$ cat src/rtl/adder_float_pkg.sv
// +--------------------------------------------------------------------------+
// | adder_float_pkg : shared widths, constants and types for adder_float     |
// | Revision 1.0                                                             |
// +--------------------------------------------------------------------------+
`default_nettype none

package adder_float_pkg;

  localparam int BIT_LENGTH = 16;
  localparam int DATA_W     = 2 * BIT_LENGTH;
  localparam int EXP_W      = 8;
  localparam int FRAC_W     = 23;
  localparam int BIAS       = 127;

  localparam logic [31:0] QNAN    = 32'h7FC0_0000;
  localparam logic [31:0] POS_INF = 32'h7F80_0000;
  localparam logic [31:0] NEG_INF = 32'hFF80_0000;

  typedef struct packed {
    logic              sign;
    logic [EXP_W-1:0]  exp;
    logic [FRAC_W:0]   sig;
  } float_t;

  // Leading-zero count of the 27-bit working significand (27 when all zero).
  function automatic logic [4:0] lzc27(input logic [26:0] v);
    logic [4:0] n;
    logic       found;
    n     = 5'd27;
    found = 1'b0;
    for (int i = 26; i >= 0; i--) begin
      if (!found && v[i]) begin
        n     = 5'(26 - i);
        found = 1'b1;
      end
    end
    return n;
  endfunction

endpackage

`default_nettype wire

$ cat src/rtl/adder_float_fp_add32.sv
// +--------------------------------------------------------------------------+
// | fp_add32 : combinational binary32 adder, round-to-nearest-even           |
// | ADDER_FLOAT_SUBNORMAL_EN selects gradual underflow instead of flushing.  |
// | Revision 1.0                                                             |
// +--------------------------------------------------------------------------+
`default_nettype none

module fp_add32
  import adder_float_pkg::*;
(
  input  logic [DATA_W-1:0] a,
  input  logic [DATA_W-1:0] b,
  output logic [DATA_W-1:0] y
);

  function automatic float_t unpack(input logic [31:0] x);
    float_t f;
    f.sign = x[31];
    if (x[30:23] == 8'd0) begin
`ifdef ADDER_FLOAT_SUBNORMAL_EN
      f.exp = 8'd1;
      f.sig = {1'b0, x[22:0]};
`else
      f.exp = 8'd0;
      f.sig = '0;
`endif
    end else begin
      f.exp = x[30:23];
      f.sig = {1'b1, x[22:0]};
    end
    return f;
  endfunction

  float_t       ua, ub, lg, sm;
  logic         a_nan, b_nan, a_inf, b_inf, eff_sub, uflow;
  logic [7:0]   diff;
  logic [53:0]  shifted;
  logic [26:0]  sm_al, norm;
  logic [27:0]  mag;
  logic [4:0]   lz, shamt;
  logic [9:0]   exp_w, exp_n, exp_r;
  logic         round_up;
  logic [24:0]  rsig;
  logic [22:0]  frac_r;
  logic [7:0]   exp_field;

  always_comb begin
    ua      = unpack(a);
    ub      = unpack(b);
    a_nan   = (&a[30:23]) && (|a[22:0]);
    b_nan   = (&b[30:23]) && (|b[22:0]);
    a_inf   = (&a[30:23]) && !(|a[22:0]);
    b_inf   = (&b[30:23]) && !(|b[22:0]);
    eff_sub = a[31] ^ b[31];

    if ({ub.exp, ub.sig} > {ua.exp, ua.sig}) begin
      lg = ub;
      sm = ua;
    end else begin
      lg = ua;
      sm = ub;
    end

    // Alignment keeps guard/round plus a sticky OR of everything shifted out.
    diff    = lg.exp - sm.exp;
    shifted = {sm.sig, 3'b000, 27'd0} >> diff;
    if (diff >= 8'd26) sm_al = {26'd0, |sm.sig};
    else               sm_al = {shifted[53:28], shifted[27] | (|shifted[26:0])};

    if (eff_sub) mag = {1'b0, lg.sig, 3'b000} - {1'b0, sm_al};
    else         mag = {1'b0, lg.sig, 3'b000} + {1'b0, sm_al};

    lz    = lzc27(mag[26:0]);
    exp_w = {2'b00, lg.exp};
    uflow = 1'b0;
    shamt = lz;
    exp_n = exp_w - {5'd0, lz};
    norm  = mag[26:0];
    if (mag[27]) begin
      norm  = {mag[27:2], mag[1] | mag[0]};
      exp_n = exp_w + 10'd1;
    end else begin
`ifdef ADDER_FLOAT_SUBNORMAL_EN
      if ({5'd0, lz} >= exp_w) begin
        shamt = 5'(exp_w - 10'd1);
        exp_n = 10'd1;
      end
`else
      uflow = ({5'd0, lz} >= exp_w);
`endif
      norm = mag[26:0] << shamt;
    end

    round_up = norm[2] & (norm[1] | norm[0] | norm[3]);
    rsig     = {1'b0, norm[26:3]} + {24'd0, round_up};
    if (rsig[24]) begin
      frac_r = rsig[23:1];
      exp_r  = exp_n + 10'd1;
    end else begin
      frac_r = rsig[22:0];
      exp_r  = exp_n;
    end
    // A significand without its hidden bit packs as a subnormal.
    exp_field = (rsig[23] | rsig[24]) ? exp_r[7:0] : 8'd0;

    if (a_nan || b_nan || (a_inf && b_inf && eff_sub)) y = QNAN;
    else if (a_inf)                                    y = a[31] ? NEG_INF : POS_INF;
    else if (b_inf)                                    y = b[31] ? NEG_INF : POS_INF;
    else if (mag == 28'd0)                             y = {~eff_sub & lg.sign, 31'd0};
    else if (uflow)                                    y = {lg.sign, 31'd0};
    else if (exp_r >= 10'd255)                         y = lg.sign ? NEG_INF : POS_INF;
    else                                               y = {lg.sign, exp_field, frac_r};
  end

endmodule

`default_nettype wire

$ cat src/rtl/adder_float.sv
// +--------------------------------------------------------------------------+
// | adder_float : binary32 accumulator, sum <= sum + addend when Add is set  |
// | Optional macro ADDER_FLOAT_SUBNORMAL_EN enables subnormal support.       |
// | Revision 1.0                                                             |
// +--------------------------------------------------------------------------+
`default_nettype none

module adder_float
  import adder_float_pkg::*;
#(
  parameter int BIT_LENGTH = adder_float_pkg::BIT_LENGTH
) (
  input  logic                    Clk,
  input  logic                    Rst,
  input  logic [2*BIT_LENGTH-1:0] addend,
  input  logic                    Add,
  output logic [2*BIT_LENGTH-1:0] sum
);

  logic [2*BIT_LENGTH-1:0] sum_q, sum_d, add_y;

  fp_add32 u_fp_add32 (
    .a (sum_q),
    .b (addend),
    .y (add_y)
  );

  always_comb begin
    sum_d = sum_q;
    if (Add) sum_d = add_y;
  end

  always_ff @(posedge Clk or negedge Rst) begin
    if (!Rst) sum_q <= '0;
    else      sum_q <= sum_d;
  end

  assign sum = sum_q;

endmodule

`default_nettype wire

$ cat config.mk
export PLATFORM = sky130hd
export DESIGN_NAME = adder_float
export DESIGN_NICKNAME = d
export VERILOG_FILES = /design/src/rtl/adder_float_pkg.sv /design/src/rtl/adder_float_fp_add32.sv /design/src/rtl/adder_float.sv
export SDC_FILE = /design/constraint.sdc
export NUM_CORES = 1
export LEC_CHECK = 0
export BUFFER_PORTS_ARGS = -buffer_cell sky130_fd_sc_hd__buf_4
export CAP_MARGIN = 20
export CORE_MARGIN = 2
export CORE_UTILIZATION = 45
export CTS_CLUSTER_SIZE = 28
export DETAILED_ROUTE_END_ITERATION = 6
export PLACE_DENSITY = 0.57
export SLEW_MARGIN = 10
export SYNTH_ARGS = -nofsm -noshare
export SYNTH_HDL_FRONTEND = slang
export SYNTH_SLANG_ARGS = --single-unit
$ cat constraint.sdc
create_clock -name Clk -period 23.2 [get_ports Clk]
set_input_delay 4.64 -clock Clk [delete_from_list [all_inputs] [get_ports Clk]]
set_output_delay 4.64 -clock Clk [all_outputs]
set_load 0.03 [all_outputs]
==> flow_metrics.env <==
export IMPL_status="complete, but fails checks"
export IMPL_violations="design-rule violations"
export IMPL_cts_tree="yes"
export IMPL_avgSynthCellArea_um2=6.61
export IMPL_post_dp_cell_area_um2=14600
export IMPL_pin_count=67
export IMPL_slew_viol_final=0
export IMPL_cts_setup_buffers=0
export IMPL_r2r_end="sum[5]$_DFFE_PN0P_"
export IMPL_relSlewSlack_pct=15.3
export IMPL_holdPathStages=2
export IMPL_synthFlopType="dfrtp_1"
export IMPL_final_cell_area_um2=14800
export IMPL_grt_max_degree=88
export IMPL_die_x_um=181
export IMPL_cts_sinks=32
export IMPL_rrSetupSlack_ns=5.67
export IMPL_fp_dieH_um=181
export IMPL_r2r_cells=58
export IMPL_critPathBufInv=7
export IMPL_drt_total_wl_mm=64.4
export IMPL_finalClockSkew_ns=0.00643
export IMPL_crit_start="addend[28]"
export IMPL_drtAntennaViolNets=0
export IMPL_finalHoldViolCount=0
export IMPL_cp_required_ns=23.32
export IMPL_tns_ns=0
export IMPL_post_route_cells_drive_above_1_share_pct=10.1
export IMPL_crit_family="compound AO/OA/AOI/OAI gates"
export IMPL_synth_area_um2=14000
export IMPL_top_regs="sum: 32 flops"
export IMPL_numCtsBuffers=5
export IMPL_top_register="sum"
export IMPL_path_clk_slew_ns=0.05
export IMPL_drt_iter0_drc=2843
export IMPL_yosysUniqueCellTypes=110
export IMPL_ctsRootBufferMaster="clkbuf_16"
export IMPL_largest_register_ffs=32
export IMPL_critPathSlowestCell="o311ai_0"
export IMPL_std_cell_rows=64
export IMPL_area_growth_pct=5.51
export IMPL_postSynthCellCount=2126
export IMPL_antennaDiodeCount=0
export IMPL_gp_congestion=1.05
export IMPL_core_um2=30700
export IMPL_min_path_type="flip-flop to flip-flop"
export IMPL_maxCapViolCount=0
export IMPL_grt_first_pass_wirelength_mm=97.2
export IMPL_cts_htree_levels=2
export IMPL_hold_ws_ns=0.572
export IMPL_grt_pass1_vias=15926
export IMPL_rr_startpoint="sum[24]$_DFFE_PN0P_"
export IMPL_avgViaCountPerCell=7.07
export IMPL_ys_async_sr_fraction_pct=100
export IMPL_ys_seq_area_share_pct=5.70
export IMPL_max_stage_delay_ns=0.76
export IMPL_vias=17561
export IMPL_rsz0062_at_grt="false"
export IMPL_io_buffers=66
export IMPL_nets=2216
export IMPL_cp_end_kind="flip-flop"
export IMPL_dr_pass1_iters=7
export IMPL_critPathLaunchType="primary input"
export IMPL_path_class="primary input to flip-flop"
export IMPL_die_area_um2=32600
export IMPL_drcViolationCount=8
export IMPL_hold_end="sum[31]$_DFFE_PN0P_"
export IMPL_crit_top_cell="o21ai_0"
export IMPL_grtUsageTotal_pct=37.5
export IMPL_clk_latency_ns=0.28
export IMPL_ys_ff_latch=32
export IMPL_worst_pin_slew_ns=1.25
export IMPL_critical_path_arrival_ns=22.02
export IMPL_synth_edf_count=0
export IMPL_globalRouteOverflowTotal=0
export IMPL_start_util_pct=45.8
export IMPL_cts_hold_buf=0
export IMPL_path_max_fanout=32
export IMPL_holdCritStartpoint="sum[31]$_DFFE_PN0P_"
export IMPL_wire_per_inst_um=25.9
export IMPL_yosys_warnings=0
export IMPL_syn_nets=2254
export IMPL_clockBufferDepth=2
export IMPL_hpwlAfterDp_mm=51.0
export IMPL_antenna_found_initial=0
export IMPL_setup_viol=0
export IMPL_fmax_mhz=45.7
export IMPL_period_needed_ns=21.91
export IMPL_fin_crit_sh_pct=94.4
[worst max-delay path by stage]
stage | slack, ns | end | depth (start not counted)
floorplan | 3.88 | sum[0]$_DFFE_PN0P_ | 71
global placement | 1.73 | sum[3]$_DFFE_PN0P_ | 60
detailed placement | 1.47 | sum[5]$_DFFE_PN0P_ | 60
CTS | 1.66 | sum[5]$_DFFE_PN0P_ | 60
global route | 0.13 | sum[11]$_DFFE_PN0P_ | 58
finish | 1.29 | sum[5]$_DFFE_PN0P_ | 58
[logic make-up after synthesis]
family / synth area share, %
buffers and inverters: 8.34
muxes: 9.15
DFF: 5.70
xor gates and xnor gates: 3.62
AOI/OAI and AO/OA: 37.1
and+or+nand+nor: 27.7
adders and majority gates: 8.39
[placed cells by master, fill, tap and decap left out, types with 21 or more instances in the layout]
cell      Yosys  layout
dfrtp_1      32      32
a211oi_1     36      36
inv_1       133     133
o22ai_1      26      26
a21o_1       44      44
nor2_1      203     201
o21ai_0     142     142
nand2b_1     24      24
nand3_1      57      57
nand2_1     262     262
xnor2_1      37      37
a21oi_1     156     156
or3_1        21      21
a31oi_1      34      34
buf_4         8      96
nand4_1      29      29
nor4_1       31      31
o31ai_1      24      24
ha_1         91      91
o211ai_1     44      44
mux2i_1      65      64
xor2_1       21      21
nor3_1       81      81
[synthesized netlist by cell type, types with 12 or more instances]
master	n	area (um^2)
a2111oi_0	15	131
a211o_1	14	123
a211oi_1	36	270
a21o_1	44	330
a21oi_1	156	781
a221oi_1	15	131
a31oi_1	34	213
and2_1	17	106
and3_1	20	125
buf_1	14	52.6
buf_2	17	85.1
clkbuf_1	93	349
dfrtp_1	32	801
ha_1	91	1140
inv_1	133	499
mux2_2	20	225
mux2i_1	65	651
mux4_2	17	383
nand2_1	262	983
nand2b_1	24	150
nand3_1	57	285
nand4_1	29	181
nor2_1	203	762
nor2b_1	15	93.8
nor3_1	81	405
nor4_1	31	194
o2111ai_1	12	105
o211ai_1	44	330
o21a_1	17	128
o21ai_0	142	711
o21bai_1	16	120
o22ai_1	26	163
o31ai_1	24	180
or2_2	15	93.8
or3_1	21	131
xnor2_1	37	324
xor2_1	21	184
[worst register-to-register path, delay by kind of cell (launching register included)]
| family | cells | cell delay [ns] |
|---|---|---|
| xor+xnor | 1 | 0.61 |
| flops | 1 | 0.51 |
| compound gates | 25 | 7.33 |
| simple gates | 18 | 4.69 |
| buf+inv | 7 | 1.92 |
| fa+ha+maj | 3 | 0.96 |
| mux | 4 | 1.34 |
[timing repair]
item                                    in CTS  in global routing
endpoints found under the hold margin        0                  0
endpoints found under the setup margin       0                 23
gates resized for setup                      0                  1
[per-stage QoR]
| stage | std cells | setup WS (ns) | utilization, % |
|---|---|---|---|
| 2_1_floorplan | 2126 | 3.88 | - |
| 3_3_place_gp | 2477 | 1.73 | 47.7 |
| 3_5_place_dp | 2477 | 1.47 | 47.7 |
| 4_1_cts | 2485 | 1.66 | 48.3 |
| 5_1_grt | 2485 | 0.133 | 48.3 |
| 6_report | 2485 | 1.29 | 48.3 |
[cell type report]
class / instances / area (um^2)
Clock inverter: 1 / 30.0
Inverter: 139 / 526
Sequential cell: 32 / 801
Clock buffer: 7 / 153
Fill cell: 3237 / 15800
Multi-Input combinational cell: 1814 / 12100
Timing Repair Buffer: 96 / 721
Tap cell: 396 / 495
[metal layers]
metal	wire length (um)	track usage, %	vias up	part of all wire [%]
met2	28000	58.7	1129	43
met1	26400	51.0	8313	41
met5	0	0	-	0
met3	6430	5.83	198	10
li1	-	-	7921	-
met4	3690	16.3	0	5.7
Power is not shown: default switching activity piles up to over one toggle a cycle in this logic, so the estimate is an artifact.
